**src/rtl/tile_sequencer.sv**
```systemverilog
// tile_sequencer: turn scheduler for the brute-force solver tile chain.
// Clears every tile, then hands a one-cycle turn grant to one tile at a time.
// Control moves forward on that tile's pass-forward pulse and back on its
// pass-back pulse. The block ends in DONE (grid solved) or FAIL (search
// exhausted, or the tile went silent). It also keeps a saturating turn counter
// and a sticky protocol-error flag.
//
// Handshake: tile_myturn is a one-cycle grant with no ready. The granted tile
// answers later with a one-cycle pulse on tile_passfwd or tile_passbak at its
// own index. Only pulses seen in WAIT at cur_idx move the sequencer. Any pulse
// at another index, in any state except CLEAR and SETTLE, sets err and is
// otherwise dropped.
module tile_sequencer #(
  parameter int NUM_TILES  = 16,
  parameter int WAIT_LIMIT = 64,
  parameter int IW         = $clog2(NUM_TILES)
) (
  input  logic                 clock,
  input  logic                 reset,
  input  logic                 start,
  input  logic [NUM_TILES-1:0] tile_passfwd,
  input  logic [NUM_TILES-1:0] tile_passbak,
  output logic                 tiles_clear,
  output logic [NUM_TILES-1:0] tile_myturn,
  output logic [IW-1:0]        cur_idx,
  output logic                 busy,
  output logic                 done,
  output logic                 fail,
  output logic                 err,
  output logic [15:0]          turns,
  output logic [2:0]           state_dbg
);

  typedef enum logic [2:0] {
    S_IDLE   = 3'd0,
    S_CLEAR  = 3'd1,
    S_SETTLE = 3'd2,
    S_GRANT  = 3'd3,
    S_WAIT   = 3'd4,
    S_DONE   = 3'd5,
    S_FAIL   = 3'd6
  } state_e;

  // The watchdog only has to count up to WAIT_LIMIT-1 before it trips.
  localparam int WW = (WAIT_LIMIT > 1) ? $clog2(WAIT_LIMIT) : 1;
  localparam logic [WW-1:0] WD_LAST  = WW'((WAIT_LIMIT == 0) ? 0 : WAIT_LIMIT - 1);
  localparam logic [IW-1:0] LAST_IDX = IW'(NUM_TILES - 1);

  state_e              state_q, state_d;
  logic [IW-1:0]       cur_idx_q, cur_idx_d;
  logic [15:0]         turns_q, turns_d;
  logic                err_q, err_d;
  logic [WW-1:0]       wd_q, wd_d;
  logic [NUM_TILES-1:0] cur_mask;
  logic                fwd_hit, bak_hit, stray;

  // Decode the current tile's bits and flag any stray pass pulse.
  always_comb begin
    cur_mask = {{(NUM_TILES-1){1'b0}}, 1'b1} << cur_idx_q;
    fwd_hit  = tile_passfwd[cur_idx_q];
    bak_hit  = tile_passbak[cur_idx_q];
    stray    = |((tile_passfwd | tile_passbak) & ~cur_mask);
  end

  // Next-state logic. Index arithmetic is guarded, so cur_idx never wraps.
  always_comb begin
    state_d   = state_q;
    cur_idx_d = cur_idx_q;
    turns_d   = turns_q;
    err_d     = err_q;
    wd_d      = wd_q;

    // Tiles are held in clear during CLEAR and SETTLE, so their pins mean nothing then.
    if (state_q != S_CLEAR && state_q != S_SETTLE && stray) err_d = 1'b1;

    case (state_q)
      S_IDLE, S_DONE, S_FAIL: begin
        if (start) begin
          state_d   = S_CLEAR;
          cur_idx_d = '0;
          turns_d   = '0;
          err_d     = 1'b0;
          wd_d      = '0;
        end
      end
      S_CLEAR:  state_d = S_SETTLE;
      S_SETTLE: state_d = S_GRANT;
      S_GRANT: begin
        if (turns_q != 16'hFFFF) turns_d = turns_q + 16'd1;
        wd_d    = '0;
        state_d = S_WAIT;
      end
      S_WAIT: begin
        if (bak_hit) begin
          // Both bits at once is a protocol error; back off as the safer choice.
          if (fwd_hit) err_d = 1'b1;
          if (cur_idx_q == '0) begin
            state_d = S_FAIL;
          end else begin
            cur_idx_d = cur_idx_q - 1'b1;
            state_d   = S_GRANT;
          end
        end else if (fwd_hit) begin
          if (cur_idx_q == LAST_IDX) begin
            state_d = S_DONE;
          end else begin
            cur_idx_d = cur_idx_q + 1'b1;
            state_d   = S_GRANT;
          end
        end else if (WAIT_LIMIT != 0) begin
          if (wd_q == WD_LAST) begin
            err_d   = 1'b1;
            state_d = S_FAIL;
          end else begin
            wd_d = wd_q + 1'b1;
          end
        end
      end
      default: state_d = S_IDLE;
    endcase
  end

  // State and datapath registers; reset aborts any solve in progress at once.
  always_ff @(posedge clock or negedge reset) begin
    if (!reset) begin
      state_q   <= S_IDLE;
      cur_idx_q <= '0;
      turns_q   <= '0;
      err_q     <= 1'b0;
      wd_q      <= '0;
    end else begin
      state_q   <= state_d;
      cur_idx_q <= cur_idx_d;
      turns_q   <= turns_d;
      err_q     <= err_d;
      wd_q      <= wd_d;
    end
  end

  // Moore outputs decoded only from registered state.
  always_comb begin
    tiles_clear = (state_q == S_CLEAR);
    tile_myturn = (state_q == S_GRANT) ? cur_mask : '0;
    busy        = !(state_q == S_IDLE || state_q == S_DONE || state_q == S_FAIL);
    done        = (state_q == S_DONE);
    fail        = (state_q == S_FAIL);
    cur_idx     = cur_idx_q;
    err         = err_q;
    turns       = turns_q;
    state_dbg   = state_q;
  end

endmodule

```
**config.mk**
```make
export PLATFORM = sky130hd
export DESIGN_NAME = tile_sequencer
export DESIGN_NICKNAME = d
export VERILOG_FILES = /design/src/rtl/tile_sequencer.sv
export SDC_FILE = /design/constraint.sdc
export NUM_CORES = 1
export LEC_CHECK = 0
export ABC_CLOCK_PERIOD_IN_PS = 7200
export CAP_MARGIN = 40
export CORE_ASPECT_RATIO = 1.2
export CORE_MARGIN = 2
export CORE_UTILIZATION = 51
export DETAILED_ROUTE_END_ITERATION = 6
export PLACE_DENSITY_LB_ADDON = 0.08
export SETUP_SLACK_MARGIN = 0.5
export SYNTH_ARGS = -nofsm -noshare
export SYNTH_HDL_FRONTEND = slang
export SYNTH_SLANG_ARGS = --single-unit
```
**constraint.sdc**
```tcl
create_clock -name clock -period 7.2 [get_ports clock]
set_clock_uncertainty 0.1 [all_clocks]
set_input_delay 1.44 -clock clock [delete_from_list [all_inputs] [get_ports clock]]
set_output_delay 1.44 -clock clock [all_outputs]
set_load 0.05 [all_outputs]
```
Yosys cells after proc, flatten, opt, wreduce, memory -nomap -nowiden
Index checks and enable logic that the tools add are counted.
- add/subtract/negate cells: 4
- order comparisons: 1
- eq/ne operators: 20
- shift operators: 1
- muxes and demuxes: 33
- bitwise logic cells: 3
- reduce and logical (&&, ||, !) cells: 16
- operator list (cell ; number):
    $mux W16 ; 3
    $pmux W16 S2 ; 1
    $mux W6 ; 4
    $mux W4 ; 5
    $mux W3 ; 6
    $pmux W6 S3 ; 1
    $add A16 B1 Y16 const B ; 1
    $and A16 B16 Y16 ; 1
    $ne A16 B16 Y1 const B ; 1
    $not A16 Y16 ; 1
    $or A16 B16 Y16 ; 1
    $reduce_or A16 Y1 ; 1
    $shl A1 B4 Y16 const A ; 1
    $pmux W3 S5 ; 1
    $ne A2 B2 Y1 const B ; 5
    $reduce_and A5 Y1 ; 2
    $eq A3 B3 Y1 const B ; 3
    $ne A3 B3 Y1 const B ; 3
    $bmux W1 S4 ; 2
    $mux W1 ; 8
    $pmux W4 S2 ; 1
    $add A6 B1 Y6 const B ; 1
    $eq A3 B2 Y1 const B ; 2
    $eq A6 B6 Y1 const B ; 1
    other kinds (19) ; 22
- flip-flop bits (word level): 30
- bits of input ports: 35
- output and inout port bits: 44
- word-level logic and storage cells: 83

Logic depth before layout (Yosys ltp)
- word-level depth: 10
- mapped depth: 13
- mapped depth without buffers: 11

Worst setup path before layout
Ideal clock, no wire load.
- kind: register -> output
- from: reg cur_idx_q[1], in the netlist cur_idx[1]
- to: out tile_myturn[2]
- data arrival time: 3119 ps
- slack: 2541 ps
- cell stages (with the launch flop): 7
- path buffers: 3
- cell sequence: dfrtp_1 clkbuf_1 buf_2 clkbuf_1 inv_1 or3_1 nor3_1
- longest elaborated chain between the ends: 2
- RTL lines (item ; line ; source):
    start, declared ; 50 ; logic [IW-1:0] cur_idx_q, cur_idx_d;
    start signal, assigned ; 133 ; cur_idx_q <= cur_idx_d;
    $shl A1 B4 Y16 ; 59 ; cur_mask = {{(NUM_TILES-1){1'b0}}, 1'b1} << cur_idx_q;
    $mux W16 ; 143 ; tile_myturn = (state_q == S_GRANT) ? cur_mask : '0;
    end, declared ; 24 ; output logic [NUM_TILES-1:0] tile_myturn,
Every way passes these cells.

Worst setup path after layout
- from: reg state_q[1], in the netlist state_dbg[1]
- to: out tile_myturn[2]
- longest elaborated chain between the ends: 2
- RTL lines (item ; line ; source):
    start, declared ; 49 ; state_e state_q, state_d;
    start signal, assigned ; 132 ; state_q <= state_d;
    $eq A3 B2 Y1 ; 143 ;
    $mux W16 ; 143 ;
Every way passes these cells.

==> results.ini <==
[run_status]
status = complete, no violations

[synthesis]
synth_edf_count = 0
async_reset_ff_frac = 1.00
ys_seq_elements = 30
synth-xor-area-share = 0.0453
synth.area.mux_share = 0.0962
synth.distinct_cells = 50
synth_warnings = 0
synth_ff_type = dfrtp_1
netlist_instances = 308
synth_compound_area_frac = 0.182
synth_fp_nets = 348
syn_area_sq_um = 2510
yosys.area_share.adder = 0.0319
ys_seq_area_frac = 0.299
syn_area_per_cell_sq_um = 8.15
synth_top_family_by_area = simple AND/OR/NAND/NOR gates
synthSimpleGateAreaFrac = 0.296

[grt]
grt_pass1_vias = 2490
antenna_found_initial = 0
grt_util_all_layers = 0.279
grt_pass1_wl_mm = 11.7
grt_max_degree = 31
overflow = 0

[timing]
finalMaxSlewViolations = 0
final-setup-viol-count = 0
max-slew-margin-rel = 0.472
holdWs_ns = 0.423
timing.fmax_mhz = 225
worstMarginPinSlew_ns = 0.792
worst_slack_ns = 2.76
period_needed_ns = 4.44
setup-tns-final_ns = 0
rsz0062_at_grt = false
fin_crit_sh = 0.616
finalHoldViolations = 0

[power_and_ir_drop]
ir_drop_v = 0.000191
p_leak_uw = 0.00139
p_per_area_nw_per_um2 = 297
power_uw = 1030

[cts]
clk_pin_slew_ns = 0.07
clock_path_buffers = 2
clock_latency_ns = 0.28
holdBufCountCts = 0
cts_resized = 0
post-cts-setup-buffers = 0
numClockSinks = 30
cts_buffers = 5
htree_levels = 2
cts_tree = done
cts_root_buf = clkbuf_8

[worst_setup_path]
worst_setup_path_end_kind = output pin
r2r-end = cur_idx[3]
path_max_fanout = 14
crit_path_start = state_dbg[1]
criticalPathCategory = reg2out
cp-start-kind = register
rr_startpoint = cur_idx[0]
r2r_cells = 11
required_ns = 5.66
critical_path.endpoint = tile_myturn[2]
reg2reg_slack_ns = 3.42
crit_arrival_ns = 2.90

[drt]
drt_pass1_iterations = 5
drtAntennaViolNets = 0
drt-total-wl_mm = 7.44
dr_total_vias = 2714
drc = 0
drt-wirelength-per-cell_um = 17.1
drt_iter0_drc = 260
via_per_inst = 6.22

[floorplanning]
rows = 27
die_w_um = 68.1
io_pins = 79
start_util = 0.539
dieHeight_um = 80.9
dieArea_sq_um = 5500
core_sq_um = 4660

[finish]
area_growth_pct = 37.3
antennaDiodeCount = 0
register_area_sq_um = 751
multi_input_area_sq_um = 1640
layout.nets = 417
fillerInstances = 369
drive_gt1_frac = 0.0582
post-route-util = 0.740

[flow_run]
cap_violations = 0

[place]
portBuffers = 78
hpwl_mm = 5.55
gp_congestion = 0.902
place_ws_ns = 2.52

[hold_path]
min_path_type = reg2reg

[worst min path at each step]
stage / start / endpoint / slack (ns) / depth (start not counted)
2_1_floorplan: wd_q[0] / wd_q[0] / 0.38 / 1
3_3_place_gp: wd_q[0] / wd_q[0] / 0.40 / 1
3_5_place_dp: turns[12] / turns[12] / 0.41 / 1
4_1_cts: turns[4] / turns[4] / 0.42 / 1
5_1_grt: wd_q[0] / wd_q[0] / 0.44 / 1
6_report: wd_q[0] / wd_q[0] / 0.42 / 1
[through the flow]
step | cells | area (sq um)
after floorplan | 308 | 2510
after global placement | 427 | 3290
after detailed placement | 428 | 3310
after CTS | 436 | 3450
after global routing | 436 | 3450
final | 436 | 3450
[sequential cells by signal, summed over array words and instances (netlist names)]
| name | count |
|---|---|
| err | 1 |
| turns | 16 |
| state_dbg | 3 |
| cur_idx | 4 |
| wd_q | 6 |
[critical path, stage by stage, from the launching register on]
cell and delay, ns:
dfrtp_1 0.58, nor2b_1 0.23, nand2_1 0.30, or3_1 0.50, nor3_1 0.17, clkdlybuf4s50_1 0.83
[cells in the mapped netlist, types with 5 or more instances]
cell,count,share of area
mux2i_1,11,0.044
xor2_1,12,0.042
inv_1,9,0.013
nor2b_1,5,0.012
o22ai_1,12,0.030
dfrtp_1,30,0.30
a211o_1,5,0.017
nor4_1,7,0.017
a21oi_1,10,0.020
and3_1,11,0.027
o21ai_0,15,0.030
nand2_1,29,0.043
nand2b_1,6,0.015
nor2_1,34,0.051
o31ai_1,5,0.015
clkbuf_1,14,0.021
nor3_1,10,0.020
nand3_1,15,0.030
nand4_1,9,0.022
[cell type report]
type | count | share of cell area
clock buffer | 6 | 0.0239
sequential | 30 | 0.218
clock inverter | 2 | 0.0174
timing repair buffer | 81 | 0.235
multi-input combinational | 250 | 0.475
inverter | 9 | 0.00980
tap | 58 | 0.0210
[metal layers]
| metal | share of wire | GRT usage | up-vias | wire, um |
|---|---|---|---|---|
| met5 | 0 | 0 | - | 0 |
| met4 | 0.034 | 0.134 | 0 | 251 |
| met3 | 0.051 | 0.0388 | 20 | 382 |
| met2 | 0.50 | 0.474 | 116 | 3730 |
| met1 | 0.41 | 0.344 | 1289 | 3080 |
| li1 | - | - | 1289 | - |
[report_power, final]
| group | switching (uW) | internal, uW | leakage (uW) |
|---|---|---|---|
| combinational | 354 | 199 | 0.000909 |
| sequential | 66.9 | 193 | 0.000408 |
| clock | 65.5 | 148 | 0.0000714 |
[cell families (layout without fill, tap and decap cells)]
| family | count (synthesis) | in the layout |
|---|---|---|
| AND/OR/NAND/NOR | 145 | 145 |
| AO/OA/AOI/OAI | 69 | 69 |
| flip-flops | 30 | 30 |
| buffers and inverters | 28 | 98 |
| multiplexers | 17 | 17 |
| XOR/XNOR | 13 | 13 |
| adder cells (fa/ha/maj) | 6 | 6 |
[cell usage in the layout, fill, tap and decap left out, types with 10 or more instances in the layout]
master           Yosys  layout
nand2_1             29      29
nand3_1             15      15
dfrtp_1             30      30
xor2_1              12      12
o22ai_1             12      12
clkdlybuf4s50_1      0      78
nor3_1              10      10
mux2i_1             11      11
o21ai_0             15      15
nor2_1              34      34
a21oi_1             10      10
and3_1              11      11
Power figures use the tool's default switching activity.
